===== src/rtl/pll_reset_sequencer_if.sv =====
// Control/status bundle between the PLL reset sequencer and its surroundings.
// The sequencer side uses the master modport.
interface pll_reset_sequencer_if;
  logic       pll_lock;
  logic       relock_req;
  logic       pll_resetb;
  logic       sys_rst;
  logic       pll_ready;
  logic [1:0] state;
  logic [7:0] retry_count;
  logic [7:0] loss_count;

  modport master (
    input  pll_lock, relock_req,
    output pll_resetb, sys_rst, pll_ready, state, retry_count, loss_count
  );

  modport slave (
    output pll_lock, relock_req,
    input  pll_resetb, sys_rst, pll_ready, state, retry_count, loss_count
  );
endinterface


===== src/rtl/pll_reset_sequencer.sv =====
// Power-up and lock supervisor for the PLL: holds PLL reset, waits for a stable lock, then
// releases the fabric reset. Retries on lock timeout and re-sequences on lock loss.
module pll_reset_sequencer #(
  parameter int unsigned RESET_CYCLES = 16,
  parameter int unsigned LOCK_TIMEOUT = 12000,
  parameter int unsigned LOCK_STABLE  = 1024,
  parameter int unsigned CNT_W        = 16
) (
  input  logic                  clk,
  input  logic                  rst,
  pll_reset_sequencer_if.master bus
);

  typedef enum logic [1:0] {
    StResetPll  = 2'd0,
    StWaitLock  = 2'd1,
    StStabilize = 2'd2,
    StRun       = 2'd3
  } state_e;

  localparam logic [CNT_W-1:0] ResetLast   = CNT_W'(RESET_CYCLES - 1);
  localparam logic [CNT_W-1:0] TimeoutLast = CNT_W'(LOCK_TIMEOUT - 1);
  localparam logic [CNT_W-1:0] StableLast  = CNT_W'(LOCK_STABLE - 1);

  state_e           state_q, state_d;
  logic [CNT_W-1:0] cnt_q, cnt_d;
  logic [7:0]       retry_q, retry_d;
  logic [7:0]       loss_q, loss_d;
  logic             sync_q, lock_s_q;
  logic             pll_resetb_q, sys_rst_q, pll_ready_q;

  always_comb begin
    state_d = state_q;
    cnt_d   = cnt_q + 1'b1;
    retry_d = retry_q;
    loss_d  = loss_q;
    unique case (state_q)
      // relock_req is deliberately ignored here so the full dwell always completes.
      StResetPll: begin
        if (cnt_q == ResetLast) begin
          state_d = StWaitLock;
          cnt_d   = '0;
        end
      end
      StWaitLock: begin
        if (bus.relock_req) begin
          state_d = StResetPll;
          cnt_d   = '0;
        end else if (lock_s_q) begin
          state_d = StStabilize;
          cnt_d   = '0;
        end else if (cnt_q == TimeoutLast) begin
          state_d = StResetPll;
          cnt_d   = '0;
          retry_d = (retry_q == 8'hFF) ? retry_q : retry_q + 8'd1;
        end
      end
      StStabilize: begin
        if (bus.relock_req) begin
          state_d = StResetPll;
          cnt_d   = '0;
        end else if (!lock_s_q) begin
          state_d = StWaitLock;
          cnt_d   = '0;
        end else if (cnt_q == StableLast) begin
          state_d = StRun;
          cnt_d   = '0;
        end
      end
      StRun: begin
        cnt_d = '0;
        // Lock loss outranks relock_req so a simultaneous request still gets counted.
        if (!lock_s_q) begin
          state_d = StResetPll;
          loss_d  = (loss_q == 8'hFF) ? loss_q : loss_q + 8'd1;
        end else if (bus.relock_req) begin
          state_d = StResetPll;
        end
      end
      default: begin
        state_d = StResetPll;
        cnt_d   = '0;
      end
    endcase
  end

  always_ff @(posedge clk) begin
    if (rst) begin
      state_q      <= StResetPll;
      cnt_q        <= '0;
      retry_q      <= '0;
      loss_q       <= '0;
      sync_q       <= 1'b0;
      lock_s_q     <= 1'b0;
      pll_resetb_q <= 1'b0;
      sys_rst_q    <= 1'b1;
      pll_ready_q  <= 1'b0;
    end else begin
      state_q      <= state_d;
      cnt_q        <= cnt_d;
      retry_q      <= retry_d;
      loss_q       <= loss_d;
      sync_q       <= bus.pll_lock;
      lock_s_q     <= sync_q;
      pll_resetb_q <= (state_d != StResetPll);
      sys_rst_q    <= (state_d != StRun);
      pll_ready_q  <= (state_d == StRun);
    end
  end

  assign bus.state       = state_q;
  assign bus.pll_resetb  = pll_resetb_q;
  assign bus.sys_rst     = sys_rst_q;
  assign bus.pll_ready   = pll_ready_q;
  assign bus.retry_count = retry_q;
  assign bus.loss_count  = loss_q;

endmodule

===== src/flat_wrapper.sv =====
// flat-port wrapper written by rule: the top's interface ports become plain ports
module pll_reset_sequencer_flat 
#(
  parameter int unsigned RESET_CYCLES = 16,
  parameter int unsigned LOCK_TIMEOUT = 12000,
  parameter int unsigned LOCK_STABLE  = 1024,
  parameter int unsigned CNT_W        = 16
)
  (clk, rst, bus_pll_lock, bus_relock_req, bus_pll_resetb, bus_sys_rst, bus_pll_ready, bus_state, bus_retry_count, bus_loss_count);
  pll_reset_sequencer_if bus_i ();
  input  logic clk;
  input  logic rst;
  input wire logic [$bits(bus_i.pll_lock)-1:0] bus_pll_lock;
  input wire logic [$bits(bus_i.relock_req)-1:0] bus_relock_req;
  output wire logic [$bits(bus_i.pll_resetb)-1:0] bus_pll_resetb;
  output wire logic [$bits(bus_i.sys_rst)-1:0] bus_sys_rst;
  output wire logic [$bits(bus_i.pll_ready)-1:0] bus_pll_ready;
  output wire logic [$bits(bus_i.state)-1:0] bus_state;
  output wire logic [$bits(bus_i.retry_count)-1:0] bus_retry_count;
  output wire logic [$bits(bus_i.loss_count)-1:0] bus_loss_count;
  assign bus_i.pll_lock = bus_pll_lock;
  assign bus_i.relock_req = bus_relock_req;
  assign bus_pll_resetb = bus_i.pll_resetb;
  assign bus_sys_rst = bus_i.sys_rst;
  assign bus_pll_ready = bus_i.pll_ready;
  assign bus_state = bus_i.state;
  assign bus_retry_count = bus_i.retry_count;
  assign bus_loss_count = bus_i.loss_count;
  pll_reset_sequencer #(.RESET_CYCLES(RESET_CYCLES), .LOCK_TIMEOUT(LOCK_TIMEOUT), .LOCK_STABLE(LOCK_STABLE), .CNT_W(CNT_W)) u_core (.clk(clk), .rst(rst), .bus(bus_i));
endmodule

===== config.mk =====
export PLATFORM = sky130hd
export DESIGN_NAME = pll_reset_sequencer_flat
export DESIGN_NICKNAME = d
export VERILOG_FILES = /design/src/rtl/pll_reset_sequencer_if.sv /design/src/rtl/pll_reset_sequencer.sv /design/src/flat_wrapper.sv
export SDC_FILE = /design/constraint.sdc
export NUM_CORES = 1
export LEC_CHECK = 0
export ABC_AREA = 1
export ABC_CLOCK_PERIOD_IN_PS = 1700
export CORE_MARGIN = 8
export CORE_UTILIZATION = 55
export CTS_CLUSTER_SIZE = 12
export DETAILED_ROUTE_END_ITERATION = 10
export PLACE_DENSITY = 0.85
export SLEW_MARGIN = 10
export SYNTH_ARGS = -nofsm -noshare
export SYNTH_HDL_FRONTEND = slang
export SYNTH_SLANG_ARGS = --single-unit

===== constraint.sdc =====
create_clock -name clk -period 1.7 [get_ports clk]
set_input_delay 0.51 -clock clk [delete_from_list [all_inputs] [get_ports clk]]
set_output_delay 0.51 -clock clk [all_outputs]
set_load 0.01 [all_outputs]

# After elaboration in Yosys (flattened, before gate mapping)
# Index checks and enable logic that the tools add are counted.
# word_totals
in_bits	4
wordCells	48
out_inout_bits	21
ff_bits	39
# classes
n_reduce_logical	4
n_mux	18
n_bitwise	4
n_addsub	3
n_eq_ne	10
# op_table
operator	n
2-to-1 mux 16 bit	7
case mux 16 bit (4 select lines)	1
2-to-1 mux 2 bit	9
adder 16 x 1 -> 16 bit, second input constant	1
adder 8 x 1 -> 8 bit, second input constant	2
== test 16 x 10 -> 1 bit, second input constant	1
== test 16 x 14 -> 1 bit, second input constant	1
== test 16 x 4 -> 1 bit, second input constant	1
== test 8 bit, second input constant	2
case mux 2 bit (4 select lines)	1
== test 2 bit, second input constant	3
AND reduction 5 bit	1
inverter 1 bit	4
AND reduction 3 bit	1
== test 2 x 1 -> 1 bit, second input constant	1
logical NOT 2 bit	1
!= test 2 bit, second input constant	1
nonzero test 2 bit	1

# Depth between registers and ports, before layout
# logic_depth
ltp_word	6
mapped_depth	11
ltp_nobuf	11

# Worst setup path before layout
# OpenSTA, ideal clock, no wires.
# synth_path
path_kind	register to register
start	register u_core.cnt_q[0]
end	register u_core.cnt_q[8]
synth_period_minus_slack_ps	1492
path_buffers	1
setup_time_ps	117
arrival_ps	1375
required_time_ps	1583
slack_ps	208
stages_incl_launch_ff	12
cell_sequence	dfxtp_1 > ha_1 > nand2_1 > inv_2 > nand2_1 > nor2_4 > nand2_1 > nand3b_2 > nand2_2 > nand2_4 > buf_8 > nor2_2
# synth_between
elab_chain_cells	5
word_cells_on_any_way	12
classes_between	add/sub (1); eq/ne (3); mux (8)
# synth_lines
item	line	source
start: declaration	pll_reset_sequencer.sv:26	logic [CNT_W-1:0] cnt_q, cnt_d;
start signal: assignment	pll_reset_sequencer.sv:100	cnt_q <= cnt_d;
adder 16 x 1 -> 16 bit, or another cell as far along	pll_reset_sequencer.sv:34	cnt_d = cnt_q + 1'b1;
2-to-1 mux 16 bit (on tied branches)	pll_reset_sequencer.sv:65, pll_reset_sequencer.sv:52	
2-to-1 mux 16 bit (on tied branches)	pll_reset_sequencer.sv:62, pll_reset_sequencer.sv:49	
2-to-1 mux 16 bit (on tied branches)	pll_reset_sequencer.sv:59, pll_reset_sequencer.sv:46	
case mux 16 bit (4 select lines) *	pll_reset_sequencer.sv:37	unique case (state_q)
# Mark *: on every way between the ends. The rest lies on a longest branch, timed or not.
# A chain may end at the register's enable or synchronous reset.

# Worst setup path in the final report
# layout_path
start	register u_core.sys_rst_q (netlist: u_core.bus.sys_rst)
end	output port bus_sys_rst
# layout_rtl
item	line	source
start: declaration	pll_reset_sequencer.sv:30	logic pll_resetb_q, sys_rst_q, pll_ready_q;
start signal: assignment	pll_reset_sequencer.sv:106	sys_rst_q <= (state_d != StRun);
end: declaration	flat_wrapper.sv:16	output wire logic [$bits(bus_i.sys_rst)-1:0] bus_sys_rst;
# No word-level cell between the ends.

==> metrics.md <==
| Metric | Value |
|---|---|
| Status | finished, final reports clean |
| Clock buffer depth | 2 |
| Die height | 77.14 µm |
| Hold Path End | u_core.lock_s_q$_SDFF_PP0_ |
| H-tree depth | 2 |
| Synth top area share | 37.98% |
| Final worst path period need | 1649 ps |
| # placed instances | 377 |
| Remaining DRCs | 0 |
| Worst Path Buf+Inv | 1 |
| Synth cell types | 25 |
| HPWL after DPL | 3556 µm |
| Power Total | 1.658 mW |
| Leak | 1.190 nW |
| CP arrival | 1140 ps |
| Post-Synth XOR/XNOR Area | 7.669% |
| Drt via density | 5.091 |
| Crit start category | register |
| Final count of negative-setup-slack endpoints | 0 |
| Row count | 22 |
| Final-report max-slew violation count | 0 |
| Most common cell after layout, fill and taps aside | nand2_1 |
| Antenna-violating nets left | 0 |
| Main combinational cell family by area after synthesis | simple AND/OR/NAND/NOR gates |
| Worst relative slew slack | 74.16% |
| Root Buffer | clkbuf_8 |
| Number of buffers created by CTS | 5 |
| Largest delay contributor family on the critical path | buffers and inverters |
| Drt wl/cell | 12.38 µm |
| Compound-gate portion of the synthesized area | 5.478% |
| Top Ports | 25 |
| Reg2Reg Depth | 10 |
| IR drop worst, VDD | 0.4166 mV |
| N_diodes | 0 |
| Seq cells post-synth | 39 |
| Adder-cell share of the synthesized area | 1.826% |
| Layout filler cell count | 316 |
| Worst path cell trace | clkdlybuf4s50_1 |
| Cell area after synthesis | 0.002056 mm² |
| Hold depth | 2 |
| Setup_tns | 0 ps |
| Synth warn | 0 |
| Crit path max fanout | 1 |
| Hold crit path type | reg -> reg |
| Simple-Gate Fraction of Synth Area | 38.77% |
| Slowest CP cell | clkdlybuf4s50_1 |
| Pin count of the biggest net entering global routing | 16 |
| Part of the Yosys area used for sequential elements | 37.98% |
| Main area contributors after synthesis | dfxtp_1, nand2_1, nor2_1 |
| Hold_sp | u_core.sync_q$_SDFF_PP0_ |
| Post-synth ARST share | 0% |
| WP data required | 1190 ps |
| CTS tree | built |
| Core area | 0.003633 mm² |
| Cts hold-fix bufs | 0 |
| Vias in the first global route | 1819 |
| Vias | 1965 |
| CP max stage delay | 530 ps |
| GPL Wtd Cong | 0.8954 |
| Clock sinks | 39 |
| Initial antenna violation count | 0 |
| Post-synthesis mux area share | 0% |
| Worst-path clk slew | 70 ps |
| Worst-Skew Late Latency | 290 ps |
| First-pass iteration count of the detailed router | 4 |
| Total wire length | 4777 µm |
| Number of buffers added on ports | 24 |
| Levels on crit path | 1 |
| Top cell type by total area after synthesis | dfxtp_1 |
| Internal reg-to-reg setup slack | 140 ps |
| Main flop type after synthesis | dfxtp_1 |
| Detailed Route Iter0 Violations | 155 |
| Net Count, Synth | 303 |
| Post-CTS Setup Inserts | 0 |
| Initial core utilization | 56.58% |
| Max Cap Viol | 0 |
| Most frequent cells in the layout | nand2_1, nor2_1, dfxtp_1 |
| Period utilisation layout | 97.03% |
| DIE WIDTH | 77.14 µm |
| Gr ovfl total | 0 |
| Reg2reg start | u_core.cnt_q[0]$_SDFF_PP0_ |
| Fin. Hold Viols | 0 |
| Fmax | 606.2 MHz |
| Critical Path Sink Type | primary output |
| Cells after Synth | 296 |
| Area Overhead vs Synth | 24.47% |
| All-layer global routing usage | 15.83% |
| Nets@finish | 344 |
| Post-synth EDFFs | 0 |
| Reg2reg end | u_core.bus.pll_resetb$_SDFF_PP0_ |
| Die area | 0.005950 mm² |
| Slew @ Worst Pin | 384.1 ps |
| First-pass GRT wire length | 7969 µm |
| Avg Cell Area, Syn | 6.945 µm² |
| Final Non-Filler Cells | 386 |
| P per Cell Area | 647.9 mW/mm² |
| Share of cells above drive strength 1 | 17.16% |
| Worst Skew | 4.995 ps |
| Class of the most critical setup path | reg -> out |
| RSZ-0062 raised after global routing | no |
-- metal layers --
layer	global-route usage, %	vias to the layer above	share of wire, %
met5	0	-	0
met4	6.038	0	1.1
met3	3.963	6	6.0
met2	26.87	55	49
met1	18.56	890	44
li1	-	1014	-
-- power by group --
group / switching, mW / internal (mW)
combinational: 0.0337 / 0.0220
clock: 0.306 / 0.370
sequential: 0.00522 / 0.921
total: 0.344 / 1.31
-- registers in the layout, indices dropped and copies added, names as in the netlist --
name	count
u_core.lock_s_q	1
u_core.bus.pll_ready	1
u_core.bus.sys_rst	1
u_core.sync_q	1
u_core.bus.pll_resetb	1
u_core.bus.state	2
u_core.cnt_q	16
u_core.bus.retry_count	8
u_core.bus.loss_count	8
-- worst max path at each step --
stage | from | to
2_1_floorplan | u_core.cnt_q[0]$_SDFF_PP0_ | u_core.cnt_q[8]$_SDFF_PP0_
5_1_grt | u_core.bus.loss_count[1]$_SDFFE_PP0P_ | u_core.bus.loss_count[6]$_SDFFE_PP0P_
4_1_cts | u_core.bus.retry_count[3]$_SDFFE_PP0P_ | bus_retry_count[3]
3_3_place_gp | bus_relock_req | u_core.cnt_q[11]$_SDFF_PP0_
3_5_place_dp | bus_relock_req | u_core.cnt_q[11]$_SDFF_PP0_
6_report | u_core.bus.sys_rst$_SDFF_PP1_ | bus_sys_rst
-- through the flow --
| step | setup slack, ps | area (µm²) | util [%] | hold WS (ps) |
|---|---|---|---|---|
| 6_report | 50.50 | 2559 | 70.42 | 412.1 |
| 5_1_grt | 0.2900 | 2559 | 70.42 | 426.2 |
| 4_1_cts | 4.073 | 2514 | 69.18 | 416.8 |
| 3_5_place_dp | -195.7 | 2426 | 66.77 | 407.0 |
| 3_3_place_gp | -150.3 | 2426 | 66.77 | 391.8 |
| 2_1_floorplan | 207.9 | 2056 | - | 388.3 |
-- synth_stat cells (2+ instances only) --
library cell,count
dfxtp_1,39
o21ai_0,4
xor2_1,13
clkbuf_1,2
nor2_2,11
inv_2,6
inv_1,32
nand2_1,67
nor2_1,43
nand2_2,7
nand4_1,7
xnor2_1,5
nor3_2,2
nand3_1,24
nor2_4,2
a21oi_1,15
a21oi_2,2
nor3_1,6
ha_1,3
-- cells by family after synthesis --
kind of cell,count (synthesis)
DFF,39
buffers and inverters,42
xor gates and xnor gates,18
AOI/OAI and AO/OA,21
adders and majority gates,3
and+or+nand+nor,173
-- area by class of cell --
cell class / instances / area [µm²] / share of cell area (%)
timing repair buffer: 37 / 330.3 / 12.91
clock buffer: 8 / 100.1 / 3.912
tap: 48 / 60.06 / 2.347
multi-input combinational: 216 / 1140 / 44.55
inverter: 38 / 142.6 / 5.575
sequential: 39 / 785.8 / 30.71
-- repair_timing --
| action | 4_1_cts | 5_1_grt |
|---|---|---|
| gates cloned | 0 | 1 |
| endpoints found under the setup margin | 14 | 17 |
| gates resized for setup | 18 | 8 |
(Power assumes the default switching activity.)
